### src/rtl/stopwatch_pkg.sv
// Shared definitions for the stopwatch datapath: FSM state encoding,
// default timing constants and a counter-width helper.
package stopwatch_pkg;

  typedef enum logic [1:0] {
    ST_IDLE  = 2'b00,
    ST_RUN   = 2'b01,
    ST_PAUSE = 2'b10
  } state_t;

  localparam int CLK_HZ_DEFAULT     = 50_000_000;
  localparam int TICK_HZ_DEFAULT    = 1;
  localparam int DEB_CYCLES_DEFAULT = 1_000_000;

  // Width needed to hold 0..n-1, never narrower than one bit.
  function automatic int cnt_width(input int n);
    return (n < 2) ? 1 : $clog2(n);
  endfunction

endpackage

### src/rtl/btn_debounce.sv
// One push-button front end: 2-FF synchroniser, level debouncer and a
// single-cycle press pulse on each accepted rising level.
module btn_debounce
  import stopwatch_pkg::*;
#(
  parameter int DEB_CYCLES = DEB_CYCLES_DEFAULT
) (
  input  logic clk,
  input  logic rst,
  input  logic btn,
  output logic press
);

  localparam int              CW       = cnt_width(DEB_CYCLES);
  localparam logic [CW-1:0]   CNT_LAST = CW'(DEB_CYCLES - 1);

  logic          sync_a;
  logic          sync_b;
  logic          level;
  logic          level_q;
  logic [CW-1:0] cnt;

  // Bring the raw button into the clk domain.
  always_ff @(posedge clk) begin
    if (!rst) begin
      sync_a <= 1'b0;
      sync_b <= 1'b0;
    end else begin
      sync_a <= btn;
      sync_b <= sync_a;
    end
  end

  // Accept a new level only after it has persisted for DEB_CYCLES cycles;
  // any bounce back to the current level restarts the count.
  always_ff @(posedge clk) begin
    if (!rst) begin
      cnt   <= '0;
      level <= 1'b0;
    end else if (sync_b != level) begin
      if (cnt == CNT_LAST) begin
        level <= sync_b;
        cnt   <= '0;
      end else begin
        cnt <= cnt + 1'b1;
      end
    end else begin
      cnt <= '0;
    end
  end

  // Registered rising-edge detect; releases produce nothing.
  always_ff @(posedge clk) begin
    if (!rst) begin
      level_q <= 1'b0;
      press   <= 1'b0;
    end else begin
      level_q <= level;
      press   <= level & ~level_q;
    end
  end

endmodule

### src/rtl/stopwatch_tick_ctrl.sv
// Run/pause/clear control for the minute counter: debounced buttons drive
// a small FSM that gates a seconds prescaler and issues counter clears.
//
//   state    | meaning
//   ---------+--------------------------------------------------------
//   ST_IDLE  | stopped and cleared, prescaler forced to 0
//   ST_RUN   | prescaler counting, tick_sec once per DIV cycles
//   ST_PAUSE | prescaler frozen so resume keeps the fractional second
//   2'b11    | unreachable; recovers to ST_IDLE without pulses
module stopwatch_tick_ctrl
  import stopwatch_pkg::*;
#(
  parameter int CLK_HZ     = CLK_HZ_DEFAULT,
  parameter int TICK_HZ    = TICK_HZ_DEFAULT,
  parameter int DEB_CYCLES = DEB_CYCLES_DEFAULT
) (
  input  logic       clk,
  input  logic       rst,
  input  logic       btn_start_stop,
  input  logic       btn_clear,
  output logic       tick_sec,
  output logic       clear_cnt,
  output logic       running,
  output logic [1:0] state
);

  localparam int            DIV        = CLK_HZ / TICK_HZ;
  localparam int            PW         = cnt_width(DIV);
  localparam logic [PW-1:0] PRESC_LAST = PW'(DIV - 1);

  state_t        st;
  logic [PW-1:0] presc;
  logic          ss_press;
  logic          clr_press;

  btn_debounce #(.DEB_CYCLES(DEB_CYCLES)) u_deb_ss (
    .clk   (clk),
    .rst   (rst),
    .btn   (btn_start_stop),
    .press (ss_press)
  );

  btn_debounce #(.DEB_CYCLES(DEB_CYCLES)) u_deb_clr (
    .clk   (clk),
    .rst   (rst),
    .btn   (btn_clear),
    .press (clr_press)
  );

  // FSM, prescaler and registered pulse outputs; clear always beats start/stop
  // and suppresses any tick that would land in the same cycle.
  always_ff @(posedge clk) begin
    if (!rst) begin
      st        <= ST_IDLE;
      presc     <= '0;
      tick_sec  <= 1'b0;
      clear_cnt <= 1'b0;
    end else begin
      tick_sec  <= 1'b0;
      clear_cnt <= 1'b0;
      case (st)
        ST_IDLE: begin
          presc <= '0;
          if (clr_press) begin
            st        <= ST_IDLE;
            clear_cnt <= 1'b1;
          end else if (ss_press) begin
            st <= ST_RUN;
          end
        end
        ST_RUN: begin
          if (presc == PRESC_LAST) begin
            presc    <= '0;
            tick_sec <= ~clr_press;
          end else begin
            presc <= presc + 1'b1;
          end
          if (clr_press) begin
            st        <= ST_IDLE;
            presc     <= '0;
            clear_cnt <= 1'b1;
          end else if (ss_press) begin
            st <= ST_PAUSE;
          end
        end
        ST_PAUSE: begin
          if (clr_press) begin
            st        <= ST_IDLE;
            presc     <= '0;
            clear_cnt <= 1'b1;
          end else if (ss_press) begin
            st <= ST_RUN;
          end
        end
        default: begin
          st    <= ST_IDLE;
          presc <= '0;
        end
      endcase
    end
  end

  // Status decodes straight off the state register.
  always_comb begin
    running = (st == ST_RUN);
    state   = st;
  end

endmodule

### config.mk
export PLATFORM = sky130hd
export DESIGN_NAME = stopwatch_tick_ctrl
export DESIGN_NICKNAME = d
export VERILOG_FILES = /design/src/rtl/stopwatch_pkg.sv /design/src/rtl/btn_debounce.sv /design/src/rtl/stopwatch_tick_ctrl.sv
export SDC_FILE = /design/constraint.sdc
export NUM_CORES = 1
export LEC_CHECK = 0
export CORE_ASPECT_RATIO = 2
export CORE_MARGIN = 2
export CORE_UTILIZATION = 55
export CTS_CLUSTER_SIZE = 8
export DETAILED_ROUTE_END_ITERATION = 6
export PLACE_DENSITY = 0.73
export SETUP_SLACK_MARGIN = 0.15
export SLEW_MARGIN = 20
export SYNTH_ARGS = -nofsm -noshare
export SYNTH_HDL_FRONTEND = slang
export SYNTH_SLANG_ARGS = --single-unit
### constraint.sdc
create_clock -name clk -period 2.1 [get_ports clk]
set_input_delay 0.21 -clock clk [delete_from_list [all_inputs] [get_ports clk]]
set_output_delay 0.21 -clock clk [all_outputs]
set_load 0.02 [all_outputs]
Word level (Yosys, flattened, before mapping):

Index checks and enable logic that the tools add are counted.

* register bits after elaboration: 80
* bits of input ports: 4
* output and inout port bits: 5
* logic and storage cells: 57

* add/subtract/negate cells: 3
* eq/ne operators: 10
* mux-type cells: 10
* bitwise gates (word level): 8
* reduce and logical (&&, ||, !) cells: 10

Operators with widths (count)
* $mux 26: 3
* $pmux 26 s2: 1
* $add 20x1->20 const B: 2
* $eq 20x20->1 const B: 2
* $add 26x1->26 const B: 1
* $eq 26x26->1 const B: 1
* $reduce_or 3->1: 3
* $mux 2: 4
* $reduce_and 2->1: 4
* $ne 3x1->1 const B: 2
* $not 1->1: 6
* $pmux 2 s2: 1
* $reduce_and 3->1: 1
* $and 1x1->1: 2
* $eq 2x1->1 const B: 1
* $eq 2x2->1 const B: 1
* $logic_not 2->1: 1
* $ne 1x1->1: 2
* $ne 2x1->1 const B: 1
* $reduce_or 2->1: 1
* $mux 1: 1

Longest topological paths before layout:

* depth in word-level cells: 4
* depth in mapped cells: 7
* depth with buffers taken out: 6

Hierarchy:

A second synthesis with hierarchy kept.

* cell total of the unflattened synthesis: 401
* area, all modules: 3664.8 sq um

Modules (own cells, without submodules)
* btn_debounce: times used 2, cells an instance 115, area each 1096.1 sq um, seq. area each 500.5 sq um
* stopwatch_tick_ctrl: times used 1, cells an instance 171, area each 1472.7 sq um, seq. area each 600.6 sq um

Worst setup path before layout:

No wires, ideal clock.

* kind: register to register
* start: register presc[15]
* end: register presc[11]
* setup time: 0.115 ns
* data arrival time: 1.751 ns
* data required time: 1.985 ns
* path slack: 0.234 ns
* stages on the path, launching flop included: 7
* buffers on the path: 1
* period minus slack after synthesis: 1.866 ns
* path through: dfxtp_1 or4bb_1 nor4_1 a21oi_1 a21oi_2 buf_6 nor2_1

* longest elaborated chain between the ends: 4

RTL lines
* start: declaration: line stopwatch_tick_ctrl.sv:32 `logic [PW-1:0] presc;`
* start signal: assignment: line stopwatch_tick_ctrl.sv:76 `presc <= presc + 1'b1;`
* $eq 26x26->1: line stopwatch_tick_ctrl.sv:72 `if (presc == PRESC_LAST) begin`
* $mux 26: line stopwatch_tick_ctrl.sv:72
* $mux 26: line stopwatch_tick_ctrl.sv:78 `if (clr_press) begin`
* $pmux 26 s2: line stopwatch_tick_ctrl.sv:61 `case (st)`

Every way passes these cells.
A chain may end at the register's enable or synchronous reset.

Worst setup path after layout:

* start: register u_deb_ss.cnt[0]
* end: register u_deb_ss.cnt[19]

* longest elaborated chain between the ends: 2
* elaborated cells on any way between the ends: 3
* classes of those cells: add/sub (1); eq/ne (1); reduce/logical (1)

RTL lines
* start: declaration: line btn_debounce.sv:21 `logic [CW-1:0] cnt;`
* start signal: assignment: line btn_debounce.sv:45 `cnt <= cnt + 1'b1;`
* branches (longest 2 deep; another with $add 20x1->20)

Parallel ways; which one is timed is not known.

==> flow_metrics.py <==
metrics = {
    "worst_setup_path": {
        "cp_slowest_cell": "or2_2",
        "end_kind": "flop",
        "crit_chain": "ha_1, nand2_1, or2_2, nor4_4, nand3b_1, buf_12, nor2_1",
        "required_ns": 2.33,
        "cpPeakStageDelay_ns": 0.36,
        "worstSetupPathType": "flop to flop",
        "start_kind": "flop",
        "crit_family": "simple AND/OR/NAND/NOR gates",
        "cp.arrival_ns": 2.06,
        "crit_fanout": 20,
        "cp_num_buf_inv": 1,
    },
    "logic_synthesis": {
        "synth.distinct_cells": 42,
        "ys_seq_elements": 80,
        "avgSynthCellArea_um2": 8.98,
        "yosysWarnings": 0,
        "ys_seq_area_share_pct": 46.2,
        "synthesis.nets": 393,
        "netlist_instances": 386,
        "synth_area_um2": 3470,
    },
    "floorplanning": {
        "initial_core_util_pct": 55.8,
        "die_w_um": 60.1,
        "die_area_um2": 6990,
        "fp.dieH_um": 116,
        "fp-row-count": 41,
        "ios": 9,
        "coreArea_um2": 6210,
    },
    "timing": {
        "slew-limit-headroom_pct": 76.9,
        "setup_violations": 0,
        "min_period_over_period_pct": 87.5,
        "max_freq_mhz": 544,
        "finalHoldViolCount": 0,
        "finalCriticalPeriod_ns": 1.84,
        "worst_pin_slew_ns": 0.345,
        "finClkSkew_ns": 0.00515,
        "drv_slew": 0,
        "rsz0062_at_grt": "no",
        "finalSetupTns_ns": 0,
    },
    "final_layout": {
        "drive_gt1_share_pct": 13.2,
        "nNetsFinal": 420,
        "post-route-util_pct": 66.3,
        "synthToLayoutAreaGrowth_pct": 18.7,
        "n_antenna_cell": 0,
        "multiInputGateArea_um2": 1860,
        "seq_area_um2": 1610,
        "nFillCells": 522,
    },
    "cts": {
        "clockBufferDepth": 2,
        "cts-buffers-inserted": 9,
        "htree_levels": 3,
        "clockRootBuffer": "clkbuf_16",
        "cts_tree": "yes",
        "cts.sinks": 80,
        "clk_pin_slew_worst_paths_ns": 0.06,
        "worstSkewPairLatency_ns": 0.34,
    },
    "status": {
        "status": "complete, no violations",
    },
    "drt": {
        "num_vias": 2673,
        "drt_wl_total_um": 6430,
        "wl_per_cell_um": 12.8,
        "route.detailed.drc": 0,
        "firstDrtPassIters": 4,
        "drt-initial-drc-count": 162,
        "viasPerCell": 5.30,
        "ant_nets": 0,
    },
    "grt": {
        "gr-usage-all-layers_pct": 20.8,
        "grt_pass1_wl_um": 10900,
        "grt_pass1_vias": 2470,
        "grt_max_degree": 21,
        "antenna_found_initial": 0,
        "use_met3_pct": 6.20,
        "met1_usage_pct": 27.0,
        "use_met2_pct": 30.4,
        "top_usage_layer": "met2",
        "grt.overflow.total": 0,
    },
    "placed_design": {
        "io_buffers": 8,
        "dp_hpwl_um": 4350,
        "place.gp.congestion": 0.858,
    },
    "min_path": {
        "min_path_type": "flop to flop",
    },
    "power": {
        "power_density_nw_per_um2": 740,
        "power_mw": 3.04,
        "leakagePower_nw": 1.37,
        "vdd_drop_max_uv": 534,
    },
    "run": {
        "maxCapViolCount": 0,
    },
}
metal layers:
metal	wire (um)	vias up
li1	-	1359
met1	2970	1260
met2	3060	37
met3	206	17
met4	206	0
met5	0	-
synthesized netlist by cell type, drive strengths merged:
cell type,instances,share of area (%)
nand4,11,2.2
xor2,30,7.6
nand3b,3,0.65
and3,7,1.3
or4,2,0.43
buf,6,1.4
nand3,27,3.9
mux2i,3,0.87
or2,1,0.18
a2bb2oi,1,0.25
nor2,81,8.8
nand2,27,2.9
or4bb,1,0.32
nand2b,2,0.36
inv,8,0.87
nor4,11,2.8
nor2b,4,0.72
or3b,2,0.51
dfxtp,80,46
or4b,1,0.40
o31ai,1,0.22
nor4bb,2,0.58
a31oi,2,0.36
a21oi,6,0.97
xnor2,31,7.8
ha,3,1.1
and4,3,0.79
or3,1,0.18
clkbuf,3,0.32
and2,7,1.3
a32o,1,0.29
nor4b,2,0.94
nor3,13,1.9
nor3b,3,0.65
flip-flops by register name (all words and copies together) (netlist names):
register / cells
presc: 26
u_deb_clr.cnt: 20
u_deb_ss.cnt: 20
state: 2
clear_cnt: 1
tick_sec: 1
u_deb_clr.level: 1
u_deb_clr.level_q: 1
u_deb_clr.press: 1
u_deb_clr.sync_a: 1
u_deb_clr.sync_b: 1
u_deb_ss.level: 1
u_deb_ss.level_q: 1
u_deb_ss.press: 1
u_deb_ss.sync_a: 1
u_deb_ss.sync_b: 1
what timing repair did:
item / 4_1_cts / 5_1_grt
gates cloned: 0 / 1
buffers inserted: 0 / 0
resized for setup: 2 / 18
pin swaps: 0 / 2
hold buffers: 0 / 0
endpoints found under the setup margin: 2 / 65
kinds of logic after synthesis:
family,share of synthesized area [%]
multiplexers,0.866
adder cells (fa/ha/maj),1.08
AND/OR/NAND/NOR,31.7
XOR/XNOR,15.4
flip-flops,46.2
buffers and inverters,2.60
AO/OA/AOI/OAI,2.09
through the flow:
stage	cells	worst slack, ns	hold slack (ns)	instance area [um2]
final	504	0.263	0.383	4110
after global routing	504	0.149	0.403	4110
after global placement	487	0.180	0.377	3740
after CTS	503	0.171	0.389	4030
after detailed placement	487	0.159	0.381	3740
after floorplan	386	0.234	0.337	3470
final cells by class:
cell class	instances	share of cell area (%)
clock buffer	12	5.75
clock inverter	4	1.09
inverter	8	0.730
multi-input combinational	290	45.2
sequential	80	39.1
tap	86	2.62
timing repair buffer	24	5.54
final timing paths:
| path | cells after the start | endpoint | slack [ns] | startpoint |
|---|---|---|---|---|
| setup reg to reg | 7 | u_deb_ss.cnt[19]$_SDFF_PP0_ | 0.26 | u_deb_ss.cnt[0]$_SDFF_PP0_ |
| hold / removal | 1 | u_deb_ss.press$_SDFF_PN0_ | 0.38 | u_deb_ss.level_q$_SDFF_PN0_ |
| hold reg to reg | 1 | u_deb_ss.press$_SDFF_PN0_ | 0.38 | u_deb_ss.level_q$_SDFF_PN0_ |
| setup / recovery | 7 | u_deb_ss.cnt[19]$_SDFF_PP0_ | 0.26 | u_deb_ss.cnt[0]$_SDFF_PP0_ |
cells in the final DEF (no fill, tap or decap), drive strengths merged, types with 11 or more instances in the layout:
cell and n:
nand2 27, clkbuf 12, nor2 81, nand4 11, nand3 27, nor4 11
xor2 30, buf 16, xnor2 31, dfxtp 80, nor3 13
report_power, final:
group	leakage (nW)	total [mW]	internal, mW	switching [mW]
Sequential	0.647	1.53	1.52	0.00240
Clock	0.140	1.49	0.914	0.577
Combinational	0.586	0.0276	0.0140	0.0135
Total	1.37	3.04	2.45	0.593
Power figures use the tool's default switching activity.
